`src/rtl/repsub_divider.sv`:
```
// Sequential unsigned divider: quotient/remainder by repeated subtraction with start/done handshake.
// Optional divide-by-zero flag port enabled by defining REPSUB_DBZ_EN.
module repsub_divider #(
  parameter int W = 8
) (
  input  logic         clk,
  input  logic         rst,
  input  logic         start,
  input  logic [W-1:0] dividend,
  input  logic [W-1:0] divisor,
  output logic [W-1:0] quotient,
  output logic [W-1:0] remainder,
  output logic         busy,
  output logic         done
`ifdef REPSUB_DBZ_EN
  ,
  output logic         dbz
`endif
);

  typedef enum logic [1:0] {
    IDLE,
    RUN,
    DONE
  } state_t;

  state_t       state, state_next;
  logic [W-1:0] b, b_next;
  logic [W-1:0] quotient_next, remainder_next;
  logic         busy_next, done_next;
`ifdef REPSUB_DBZ_EN
  logic         dbz_next;
`endif

  always_ff @(posedge clk or posedge rst) begin
    if (rst) begin
      state     <= IDLE;
      b         <= '0;
      quotient  <= '0;
      remainder <= '0;
      busy      <= 1'b0;
      done      <= 1'b0;
`ifdef REPSUB_DBZ_EN
      dbz       <= 1'b0;
`endif
    end else begin
      state     <= state_next;
      b         <= b_next;
      quotient  <= quotient_next;
      remainder <= remainder_next;
      busy      <= busy_next;
      done      <= done_next;
`ifdef REPSUB_DBZ_EN
      dbz       <= dbz_next;
`endif
    end
  end

  always_comb begin
    state_next     = state;
    b_next         = b;
    quotient_next  = quotient;
    remainder_next = remainder;
    busy_next      = 1'b0;
    done_next      = 1'b0;
`ifdef REPSUB_DBZ_EN
    dbz_next       = dbz;
`endif
    case (state)
      IDLE: begin
        if (start) begin
          b_next         = divisor;
          remainder_next = dividend;
          quotient_next  = '0;
`ifdef REPSUB_DBZ_EN
          dbz_next       = 1'b0;
`endif
          if (divisor == '0) begin
            // Zero divisor skips RUN entirely and reports at once.
            state_next    = DONE;
            done_next     = 1'b1;
`ifdef REPSUB_DBZ_EN
            dbz_next       = 1'b1;
            remainder_next = '0;
`else
            quotient_next  = '1;
`endif
          end else begin
            state_next = RUN;
            busy_next  = 1'b1;
          end
        end
      end
      RUN: begin
        if (remainder >= b) begin
          remainder_next = remainder - b;
          quotient_next  = quotient + 1'b1;
          busy_next      = 1'b1;
        end else begin
          state_next = DONE;
          done_next  = 1'b1;
        end
      end
      DONE: begin
        state_next = IDLE;
      end
      default: begin
        state_next = IDLE;
      end
    endcase
  end

endmodule

```
`config.mk`:
```
export PLATFORM = sky130hd
export DESIGN_NAME = repsub_divider
export DESIGN_NICKNAME = d
export VERILOG_FILES = /design/src/rtl/repsub_divider.sv
export SDC_FILE = /design/constraint.sdc
export NUM_CORES = 1
export LEC_CHECK = 0
export BUFFER_PORTS_ARGS = -buffer_cell sky130_fd_sc_hd__buf_2
export CORE_UTILIZATION = 55
export CTS_BUF_LIST = sky130_fd_sc_hd__clkbuf_4 sky130_fd_sc_hd__clkbuf_8
export CTS_CLUSTER_DIAMETER = 150
export DETAILED_ROUTE_END_ITERATION = 6
export GPL_TIMING_DRIVEN = 0
export PLACE_DENSITY = 0.88
export REMOVE_ABC_BUFFERS = 1
export SLEW_MARGIN = 25
export SYNTH_ARGS = -nofsm -noshare
export SYNTH_HDL_FRONTEND = slang
export SYNTH_SLANG_ARGS = --single-unit
```
`constraint.sdc`:
```
create_clock -name clk -period 3.2 [get_ports clk]
set_input_delay 0.16 -clock clk [delete_from_list [all_inputs] [get_ports clk]]
set_output_delay 0.16 -clock clk [all_outputs]
set_load 0.1 [all_outputs]
```
# Word level (Yosys, flattened, before mapping)
# Index checks and enable logic that the tools add are counted.
totals:
  reg_bits: 28
  in_bits: 19
  wordCells: 38
op_classes:
  add_sub_neg: 2
  n_lt_le_gt_ge: 1
  eq_ne: 4
  muxes: 19
  n_reduce_logical: 6
ops:
  columns: ["op", "count"]
  rows:
  - ["8-bit two-way mux", 5]
  - ["8-bit one-hot mux with 2 select lines", 2]
  - ["8-bit by 1-bit adder with 8-bit output, second input constant", 1]
  - ["8-bit greater-or-equal comparator", 1]
  - ["8-bit logical NOT", 1]
  - ["8-bit subtractor", 1]
  - ["1-bit two-way mux", 6]
  - ["2-bit two-way mux", 3]
  - ["2-bit inequality test, second input constant", 3]
  - ["1-bit one-hot mux with 2 select lines", 2]
  - ["2-bit one-hot mux with 2 select lines", 1]
  - ["2-bit AND reduction", 2]
  - ["3-bit AND reduction", 1]
  - ["2-bit by 1-bit equality test with 1-bit output, second input constant", 1]
  - ["2-bit logical NOT", 1]
  - ["2-bit nonzero test", 1]

# Depth between registers and ports, before layout
depth:
  ltp_word: 4
  mapped_depth: 12

# Worst setup path before layout
# Ideal clock, no wire load.
synth_timing:
  path_kind: "register to register"
  start: "register remainder[0]"
  end: "register quotient[2]"
  setup_time_ps: 125
  t_arrival_ps: 2812
  setup_slack_ps: 263
  path_stages_with_launch: 13
  path_buffers: 2
  period_less_slack_ps: 2937
  path_cell_list: "dfrtp_1 inv_1 ha_1 inv_1 fa_1 a21o_1 a211o_1 a41o_4 o21a_1 buf_6 buf_8 o22ai_2 nor2_1"
synth_between:
  elab_chain_cells: 3
synth_lines:
  columns: ["element", "line_no", "rtl"]
  rows:
  - ["start, declared", "12", "output logic [W-1:0] remainder,"]
  - ["start signal, assigned", "50", "remainder <= remainder_next;"]
  - ["8-bit greater-or-equal comparator", "95", "if (remainder >= b) begin"]
  - ["2-bit inequality test (no source line)", null, null]
  - ["3-bit AND reduction (no source line)", null, null]
  - ["end signal, assigned", "49", "quotient <= quotient_next;"]
  - ["end, declared", "11", "output logic [W-1:0] quotient,"]
# Every way passes these cells.
# A chain may end at the register's enable or synchronous reset.

# Final worst setup path
layout_timing:
  start: "register remainder[0]"
  end: "register remainder[2]"
layout_between:
  elab_chain_cells: 3
  word_cells_on_any_way: 6
  classes_between: "1 x add/sub; 1 x order compare; 1 x eq/ne; 2 x mux; 1 x reduce/logical"
layout_lines:
  columns: ["element", "line_no"]
  rows:
  - ["8-bit subtractor / 8-bit greater-or-equal comparator (equally long branches)", "96, 95"]
  - ["8-bit two-way mux / 2-bit inequality test (equally long branches)", null]
  - ["8-bit one-hot mux with 2 select lines / 3-bit AND reduction (equally long branches)", null]
# Several ways; a longest one is shown, not always the timed one. The select of a mux whose other input is x is not followed.

==> flow_metrics.tcl <==
set metrics [dict create \
    drc 0 \
    track_usage_pct 24.0 \
    layout_commonest_cell "buf_2" \
    worst_pin_slew_ps 732 \
    ant_nets 0 \
    crit_type "reg -> reg" \
    grt.busiest_layer "met2" \
    period_share_pct 88.9 \
    chipHeight_um 56.2 \
    antenna_found_initial 0 \
    cp.required_ps 3420 \
    outcome "finished, final reports clean" \
    yosysTopAreaCell "dfrtp_1" \
    drt_pass1_iterations 4 \
    fin_worst_skew_ps 9.19 \
    maxCapViolations 0 \
    relSlewSlack_pct 51.2 \
    cts_tree "done" \
    synthCells 178 \
    finalHoldViolCount 0 \
    cts_setup_buffers 0 \
    drt_iter0_markers 46 \
    ios 37 \
    start_kind "flip-flop" \
    synth-seq-area-share_pct 43.3 \
    cts-htree-levels 1 \
    hold_path_class "in -> reg" \
    rows 19 \
    slew_violations 0 \
    cts_buffers 3 \
    grt_setup_unrepaired "false" \
    hold_path_depth 3 \
    reg2reg_from "remainder[0]" \
    synth_edf_count 0 \
    critPathArrivalTime_ps 3070 \
    start_util_pct 58.1 \
    drt-total-wl_um 3480 \
    final_net_count 243 \
    min_from "divisor[0]" \
    die_area_um2 3160 \
    max_clock_freq_ghz 0.352 \
    io_buffers 36 \
    numClockSinks 28 \
    drive_above_1_share_pct 21.7 \
    num_vias 1406 \
    crit_start "remainder[0]" \
    cts-root-buf "clkbuf_4" \
    ys_top_cells_by_area "dfrtp_1, ha_1, nand2_1, nor2_1, o21ai_0" \
    dp_hpwl_um 2520 \
    first_global_vias 1416 \
    cp_max_fo 18 \
    tns_ps 0 \
    setup_viol 0 \
    layout_min_cycle_time_ps 2840 \
    yosysUniqueCellTypes 39 \
    layout_common_cells "buf_2, dfrtp_1, nand2_1, nor2_1, inv_1" \
    synth_flop_cell "dfrtp_1" \
    synth_top_area_share_pct 43.3 \
    grt_util_met2_pct 42.9 \
    syn_area_per_cell_um2 9.08 \
    grt_max_degree 29 \
    ys_warn_count 0 \
    gr-usage-met1_pct 29.8 \
    synth_area_um2 1620 \
    wl_per_cell_um 14.3 \
    ys_ff_latch 28 \
    diodes 0 \
    core_um2 2780 \
    met3_usage_pct 2.56 \
    worstSkewPairLatency_ps 320 \
    syn2layout_area_growth_pct 12.5 \
    place_congestion 0.869 \
    dieWidth_um 56.2 \
    hold_slack_ps 50.4 \
    end_kind "flip-flop" \
    grt_overflow 0 \
    grt_pass1_wl_um 5950 \
    cts.path.max_buffers 2 \
    r2r.worst_path.cells 9 \
    synthArstFlopShare_pct 100 \
    drt-vias-per-instance 5.79 \
    clk_pin_slew_ps 150 \
]
## per-stage QoR
step	worst slack, ps	cell area [µm²]	utilization (%)	std cells
final	355	1820	65.4	243
after global routing	211	1820	65.4	243
after CTS	339	1820	65.4	243
after detailed placement	376	1790	64.2	239
after global placement	434	1790	64.2	239
after floorplan	178	1570	-	172
## worst max-delay path, cell delays in order (launching register included)
cell	delay [ps]
dfrtp_1	430
inv_1	70
ha_1	160
inv_1	60
fa_1	410
a21o_1	200
a211o_1	300
a41o_4	290
o21a_1	430
mux2_4	400
## cell families (layout without fill, tap and decap cells)
family                     Yosys count  count (layout)  share of synthesized area [%]
and+or+nand+nor                     64              64                           18.0
AOI/OAI and AO/OA                   49              49                           20.4
DFF                                 28              28                           43.3
buffers and inverters               21              55                           6.50
adders and majority gates           10              10                           8.20
xor gates and xnor gates             5               5                           2.71
muxes                                1               1                          0.929
## sequential cells by signal, indices dropped and copies added (netlist names)
name       cells
state          2
quotient       8
b              8
busy           1
remainder      8
done           1
## cell usage after synthesis, types with 2 or more instances
| cell | count |
|---|---|
| a211o_1 | 2 |
| a211oi_1 | 2 |
| a21o_1 | 2 |
| a21oi_1 | 11 |
| a31oi_1 | 2 |
| and3_1 | 5 |
| buf_6 | 2 |
| clkbuf_1 | 2 |
| dfrtp_1 | 28 |
| ha_1 | 9 |
| inv_1 | 15 |
| nand2_1 | 24 |
| nand2b_1 | 3 |
| nor2_1 | 19 |
| nor3_1 | 5 |
| nor4_1 | 3 |
| o21a_1 | 3 |
| o21ai_0 | 13 |
| o22ai_1 | 4 |
| o22ai_2 | 2 |
| xnor2_1 | 4 |
## routing by layer
metal,wire (µm),vias to the layer above
met1,1570,669
met5,0,-
li1,-,686
met3,127,7
met2,1730,44
met4,55,0
## timing repair
action                                  in CTS  in global routing
endpoints found under the setup margin       0                  0
gates resized for setup                      0                  0
hold buffers                                 1                  0
endpoints found under the hold margin       28                  0
## path summary, 6_finish.rpt
| kind | to | slack [ps] |
|---|---|---|
| worst max-delay path | remainder[2] | 360 |
| max in group asynchronous | state[1] | 2360 |
| worst max register to register | remainder[2] | 360 |
| worst min register to register | b[0] | 510 |
| min in group asynchronous | quotient[7] | 450 |
| worst min-delay path | b[0] | 50 |
## cell type report
cell class,count,area (µm²)
clock buffers,3,22.5
multi-input cells,129,811
fillers,248,962
inverters,15,56.3
well taps,31,38.8
flip-flops and latches,28,701
repair buffers,37,190
Power is left out: the tool's default activity adds up to more than one toggle a clock period on the data nets, which glitch-free logic cannot reach.
